File: config.mk
export PLATFORM = sky130hd
export DESIGN_NAME = thirty_two_to_eight
export DESIGN_NICKNAME = d
export VERILOG_FILES = /design/src/rtl/thirty_two_to_eight.sv
export SDC_FILE = /design/constraint.sdc
export NUM_CORES = 1
export LEC_CHECK = 0
export ABC_AREA = 0
export ABC_CLOCK_PERIOD_IN_PS = 3700
export CAP_MARGIN = 20
export CORE_MARGIN = 2
export CORE_UTILIZATION = 45
export CTS_CLUSTER_SIZE = 30
export DETAILED_ROUTE_END_ITERATION = 16
export GPL_TIMING_DRIVEN = 0
export PLACE_DENSITY = 0.8
export REMOVE_ABC_BUFFERS = 1
export SYNTH_ARGS = -nofsm -noshare
export SYNTH_HDL_FRONTEND = slang
export SYNTH_SLANG_ARGS = --single-unit
File: constraint.sdc
create_clock -name div_8_clk -period 3.7 [get_ports div_8_clk]
set_input_delay 1.11 -clock div_8_clk [delete_from_list [all_inputs] [get_ports div_8_clk]]
set_output_delay 1.11 -clock div_8_clk [all_outputs]
set_load 0.005 [all_outputs]
File: src/rtl/thirty_two_to_eight.sv
// thirty_two_to_eight: serialises one 12-bit payload into a 4-byte frame
// {4'hA, P[11:0], 16'hBEAF}. The frame is sent MSB byte first on div_8_clk.
// At least one IDLE_BYTE cycle (GAP) always separates two frames.
// Optional build macro: TX_SKID_EN. It adds a one-entry holding register so
// the next word can be accepted while a frame is still being sent.
//
// Handshake: a word transfers on a rising edge where in_valid && in_ready.
// in_ready depends only on registered state (and rst_n). in_payload and
// in_valid are ignored while in_ready is low.
module thirty_two_to_eight #(
   parameter logic [7:0] IDLE_BYTE = 8'h00
) (
   input  logic        div_8_clk,
   input  logic        rst_n,
   input  logic        in_valid,
   output logic        in_ready,
   input  logic [11:0] in_payload,
   output logic [7:0]  data_out,
   output logic        tx_active,
   output logic        frame_done,
   output logic [2:0]  state_dbg
);

   // An idle byte whose top nibble is the frame marker would be mistaken for a frame start.
   generate
      if (IDLE_BYTE[7:4] == 4'hA) begin : g_idle_byte_check
         $error("IDLE_BYTE[7:4] must not be 4'hA");
      end
   endgenerate

   typedef enum logic [2:0] {
      IDLE = 3'd0,
      B0   = 3'd1,
      B1   = 3'd2,
      B2   = 3'd3,
      B3   = 3'd4,
      GAP  = 3'd5
   } state_t;

   state_t      state_q, state_d;
   logic [11:0] payload_q, payload_d;
   logic [7:0]  data_d;
   logic        tx_d, done_d;
   logic        hs;

`ifdef TX_SKID_EN
   logic        hold_valid_q, hold_valid_d;
   logic [11:0] hold_q, hold_d;
`endif

   assign state_dbg = state_q;
   assign hs        = in_valid && in_ready;

   // Ready decode: always open in IDLE, otherwise only when the holding register is free.
   always_comb begin
      in_ready = 1'b0;
      if (!rst_n)
         in_ready = 1'b0;
      else if (state_q == IDLE)
         in_ready = 1'b1;
`ifdef TX_SKID_EN
      else
         in_ready = !hold_valid_q;
`endif
   end

   // Next-state, payload selection and the registered-output values for the next cycle.
   always_comb begin
      state_d   = state_q;
      payload_d = payload_q;
`ifdef TX_SKID_EN
      hold_valid_d = hold_valid_q;
      hold_d       = hold_q;
`endif
      case (state_q)
         IDLE: begin
            if (hs) begin
               state_d   = B0;
               payload_d = in_payload;
            end
         end
         B0:  state_d = B1;
         B1:  state_d = B2;
         B2:  state_d = B3;
         B3:  state_d = GAP;
         GAP: begin
`ifdef TX_SKID_EN
            if (hold_valid_q) begin
               state_d      = B0;
               payload_d    = hold_q;
               hold_valid_d = 1'b0;
            end else if (hs) begin
               state_d   = B0;
               payload_d = in_payload;
            end else begin
               state_d = IDLE;
            end
`else
            state_d = IDLE;
`endif
         end
         default: state_d = IDLE;
      endcase

`ifdef TX_SKID_EN
      // Words arriving during B0..B3 wait in the holding register until GAP.
      if (hs && (state_q inside {B0, B1, B2, B3})) begin
         hold_valid_d = 1'b1;
         hold_d       = in_payload;
      end
`endif

      data_d = IDLE_BYTE;
      tx_d   = 1'b0;
      done_d = 1'b0;
      case (state_d)
         B0: begin
            data_d = {4'hA, payload_d[11:8]};
            tx_d   = 1'b1;
         end
         B1: begin
            data_d = payload_d[7:0];
            tx_d   = 1'b1;
         end
         B2: begin
            data_d = 8'hBE;
            tx_d   = 1'b1;
         end
         B3: begin
            data_d = 8'hAF;
            tx_d   = 1'b1;
         end
         GAP:     done_d = 1'b1;
         default: ;
      endcase
   end

   // State and output registers; reset drops any frame in progress and any pending word.
   always_ff @(posedge div_8_clk) begin
      if (!rst_n) begin
         state_q    <= IDLE;
         payload_q  <= '0;
         data_out   <= IDLE_BYTE;
         tx_active  <= 1'b0;
         frame_done <= 1'b0;
      end else begin
         state_q    <= state_d;
         payload_q  <= payload_d;
         data_out   <= data_d;
         tx_active  <= tx_d;
         frame_done <= done_d;
      end
   end

`ifdef TX_SKID_EN
   // One-entry holding register for the word accepted during a frame.
   always_ff @(posedge div_8_clk) begin
      if (!rst_n) begin
         hold_valid_q <= 1'b0;
         hold_q       <= '0;
      end else begin
         hold_valid_q <= hold_valid_d;
         hold_q       <= hold_d;
      end
   end
`endif

endmodule

==> metrics.txt <==
worst skew pair latency=0.31 ns; HP Class=reg2reg; nets=131; largest net degree at the start of global routing=20; sequential share of the synthesized area=51.2%; root buf cell=clkbuf_4; # fillers=152; vias in the first global route=609; mean post-synth cell area=9.02 um^2; multi-input logic area=339 um^2; Least-Margin Pin Slew=0.600 ns; Clock Sinks=21; setup slack, reg-to-reg=2.10 ns; crit start category=primary input; routed vias/inst=5.06; Initial DRC Count=4; FF+latch count, synth=21; Die X=46.7 um; Core Box Area=1730 um^2; Worst Path Max Fanout=11; initial antenna violation count=0; Remaining Overflow, GRT=0; Final Hold Violating Endpoints=0; Hold Path Sink=data_out[6]; Worst VDD drop=261 uV; DP HPWL=1190 um; Synth warnings=0; power per cell area=409 nW/um^2; worst setup margin=0.366 ns; R2R cell count=3; CTS tree=built; unrepaired setup endpoints after global routing=false; Lkg Pwr=0.397 nW; Vias=709; Initial Utilization=47.5%; layout cell share with drive strength beyond 1=11.3%; Setup CP Type=in2out; Post-CTS Setup Inserts=0; crit path DAT=2.22 ns; min cycle time layout=3.33 ns; final setup vio count=0; Routed Wire Length=1740 um; post-synthesis cell type count=23; EDFF count, synth=0; Final period util=90.1%; First-pass DRT Iterations=4; Avg WL per Cell=12.4 um; status=completed; RR Endpoint=payload_q[6]; gpl congestion=0.743; CP Capture Type=output port; Reg clk slew, reported paths=0.11 ns; first-pass GRT wire length=2620 um; H-tree Lvls=1; antenna violation net count after detailed routing=0; leading cell type in the layout, fill and taps excluded=clkdlybuf4s50_1; CTS Buf Count=3; Layout Utilization=63.9%; top_reg_cell synth=dfxtp_1; max-slew violations=0; pre-CTS setup slack=-0.304 ns; Hold Buf Count CTS=0; MaxCap Viol Count=0; R2R Path Start=state_dbg[0]; Cells after Synth=91; Max transition margin=60.0%; hold depth=2; synthesized cell area=821 um^2; Total Routing Usage GR=17.4%; area delta synth->final=34.5%; skew final=0.00828 ns; flip-flop and latch area=420 um^2; # rows=15; most frequent cells in the layout=clkdlybuf4s50_1 (27), dfxtp_1 (21), nand2_1 (11); # IOs=29; residual DRC count=0; Die Span Y=46.7 um; f_max=300 MHz; die area=2180 um^2; CTS max path bufs=2; critical path data required time=2.59 ns; Hold Startpoint=payload_q[6]; PortBufs=28; FFs w/ async S/R, synth=0%; antenna diode count=0
-- worst max-delay path by stage --
stage	cells past startpoint	end	startpoint	slack, ns
after floorplan	2	in_ready	rst_n	1.11
final	4	in_ready	rst_n	0.37
after global routing	4	in_ready	rst_n	0.27
after global placement	4	in_ready	rst_n	-0.30
after detailed placement	4	in_ready	rst_n	-0.30
after CTS	4	in_ready	rst_n	0.08
-- final cells by class --
cell class,count,area share (%)
clock buffers,4,2.38
flip-flops and latches,21,38.1
well taps,25,2.83
repair buffers,28,24.9
multi-input cells,59,30.7
inverters,3,1.02
-- cell usage after synthesis, types with 2 or more instances --
library cell,number,area (um^2)
dfxtp_1,21,420
nand2_1,11,41.3
nand2b_1,2,12.5
nand3_1,10,50.1
clkbuf_1,5,18.8
a21oi_1,10,50.1
o21ai_2,6,52.6
inv_1,3,11.3
nand3b_1,3,22.5
nor2_1,4,15.0
nor3_1,4,20.0
-- state kept, by name, summed over array words and instances (netlist names) --
name        count
data_out        8
payload_q       8
state_dbg       3
frame_done      1
tx_active       1
-- critical path: stages --
cell and delay (ns):
clkbuf_2 0.22, nand2b_2 0.20, nor3_1 0.17, clkdlybuf4s50_1 0.52
-- per-layer routing --
layer  wire length [um]  part of all wire, %  global-route usage, %  up-vias
li1                   -                    -                      -      362
met1                752                   43                   22.6      322
met2                833                   48                   28.1       23
met3                120                  6.9                   3.92        2
met4                 29                  1.7                   6.67        0
met5                  0                    0                      0        -
-- cell families (layout without fill, tap and decap cells) --
kind of cell	Yosys count	in the layout	share of synthesized area, %
simple gates	38	38	24.2
buf+inv	11	35	7.77
compound gates	21	21	16.8
flops	21	21	51.2
-- where the power goes --
part	internal (mW)	switching [mW]
combinational	0.0480	0.0336
sequential	0.244	0.0143
clock	0.0421	0.0695
total	0.334	0.117
-- through the flow --
step	std cells	setup TNS (ns)	power, mW	hold slack (ns)	area, um^2
after floorplan	83	0	0.296	0.426	768
after global placement	136	-0.295	0.343	0.441	1080
after detailed placement	136	-0.304	0.346	0.451	1080
after CTS	140	0	0.454	0.456	1110
after global routing	140	0	0.473	0.492	1100
final	140	0	0.452	0.453	1100
-- timing repair --
action | 4_1_cts | 5_1_grt
setup endpoints to repair | 1 | 1
endpoints found under the hold margin | 0 | 0
cloned | 0 | 0
gates resized for setup | 2 | 2
Note: power is estimated with default switching activity, not from simulation.
==> RTL change, RTL diff (config.mk and constraints unchanged) <==
Build with the macro `TX_SKID_EN` defined.
--- a/src/rtl/thirty_two_to_eight.sv
+++ b/src/rtl/thirty_two_to_eight.sv
@@ -7,6 +7,8 @@
 // Handshake: a word transfers on a rising edge where in_valid && in_ready.
 // in_ready depends only on registered state (and rst_n). in_payload and
 // in_valid are ignored while in_ready is low.
+`define TX_SKID_EN
+
 module thirty_two_to_eight #(
    parameter logic [7:0] IDLE_BYTE = 8'h00
 ) (
Formal check against the unedited RTL: not equivalent (a bounded check fails within 4 cycles, from zero or initial values and one cycle with rst_n low).
==> RTL change against the unedited design <==
  * Synthesized area is 130% higher
  * Combinational power is 140% higher
  * Routed wire length grew to 2.6 times the old value
  * Count of clock-buffer cells in the layout is 3 higher
  * Setup slack worse by 0.30 ns
  * Design area is 100% higher
  * Critical path type unchanged
  * Power is 110% higher
  * Largest power group unchanged
  * Sequential cell count is 17 higher
==> RTL change: results <==
set metrics [dict create \
    post_cts_buffers 0 \
    hold_class "reg2reg" \
    grt_max_degree 32 \
    insertion_delay_ns 0.29 \
    ir_drop_uv 151 \
    synth_common_cells "dfxtp_1 (38), nor2_1 (26), a21oi_1 (20)" \
    clockRootBuffer "clkbuf_8" \
    stdcell_count 283 \
    post_cts_resized 5 \
    vias 1728 \
    clockBufferDepth 2 \
    crit_fanout 26 \
    gp_congestion 0.784 \
    syn_inst 216 \
    ys_types 44 \
    antennaDiodeCount 0 \
    leakagePower_nw 0.773 \
    status "finished, final reports clean" \
    worst_pin_slew_ns 0.939 \
    nets 248 \
    cts_inserted_buffers 5 \
    h-tree-depth 2 \
    slowest_stage "clkdlybuf4s50_1" \
    grt_first_pass_wirelength_mm 7.43 \
    drt_iter0_drc 199 \
    fill_cells 381 \
    fin_skew_ns 0.00303 \
    ys_seq_area_share_pct 39.8 \
    finalSetupViolations 0 \
    synthArstFlopShare_pct 0 \
    clkTransAtPathRegs_ns 0.07 \
    slowest_delay_ns 0.54 \
    drive_gt1_share_pct 5.58 \
    track_usage_pct 19.2 \
    drt_first_pass_iters 4 \
    antenna_found_initial 0 \
    port-buffer-count 28 \
    yosys_warnings 0 \
    place_area_um2 2140 \
    crit_arrival_ns 2.53 \
    synth-main-ff-cell "dfxtp_1" \
    grt_pass1_vias 1578 \
    top_regs "hold_q (12), payload_q (12), data_out (8)" \
    synth_area_leaders "dfxtp_1 (40%), mux2i_1 (8.9%), a21oi_1 (5.2%), nor2_1 (5.1%), a22oi_1 (4.3%)" \
    hold_depth 2 \
    drt_wl_total_mm 4.52 \
    place_hpwl_mm 2.92 \
    crit_family "buffers and inverters" \
    rr_worst_depth 4 \
]
==> RTL change: worst paths after layout <==
kind                       startpoint                        to  slack (ns)
max                             rst_n                  in_ready        0.06
min          payload_q[11]$_SDFF_PN0_  payload_q[11]$_SDFF_PN0_        0.47
max reg2reg   state_dbg[1]$_SDFF_PN0_    hold_q[3]$_SDFFE_PN0P_        0.86
min reg2reg  payload_q[11]$_SDFF_PN0_  payload_q[11]$_SDFF_PN0_        0.47
==> RTL change: kinds of logic after synthesis <==
group           Yosys count  share of synthesized area [%]
buf+inv                  24                           6.74
flops                    38                           39.8
mux                      17                           8.90
simple gates             57                           15.4
compound gates           79                           28.7
xor+xnor                  1                          0.458
==> RTL change: per-stage QoR <==
step           setup slack (ns)  util (%)
5_1_grt                  0.0131      55.6
3_5_place_dp             -0.944      52.9
3_3_place_gp             -0.959      52.9
2_1_floorplan             0.840         -
4_1_cts                   0.119      54.9
6_report                 0.0633      55.6
==> RTL change: where the power goes <==
group | internal, mW | leakage, nW | switching [mW]
clock network | 0.130 | 0.0383 | 0.141
logic | 0.0945 | 0.426 | 0.104
registers | 0.436 | 0.309 | 0.0338
total | 0.660 | 0.773 | 0.278
==> RTL change: per-layer routing <==
metal  routed length [µm]  track usage (%)  share of wire (%)  vias up
met5                    0                0                  0        -
met4                   82             9.37                1.8        0
met3                  288             5.23                6.4        7
met2                 2120             29.8                 47       63
met1                 2020             24.6                 45      832
li1                     -                -                  -      826
==> RTL change: cell type report <==
| cell class | instances | area, µm² | area share [%] |
|---|---|---|---|
| multi-input cells | 154 | 1020 | 45.3 |
| flip-flops and latches | 38 | 761 | 33.7 |
| repair buffers | 29 | 309 | 13.7 |
| clock buffers | 7 | 76.3 | 3.39 |
| well taps | 50 | 62.6 | 2.77 |
| inverters | 5 | 23.8 | 1.05 |
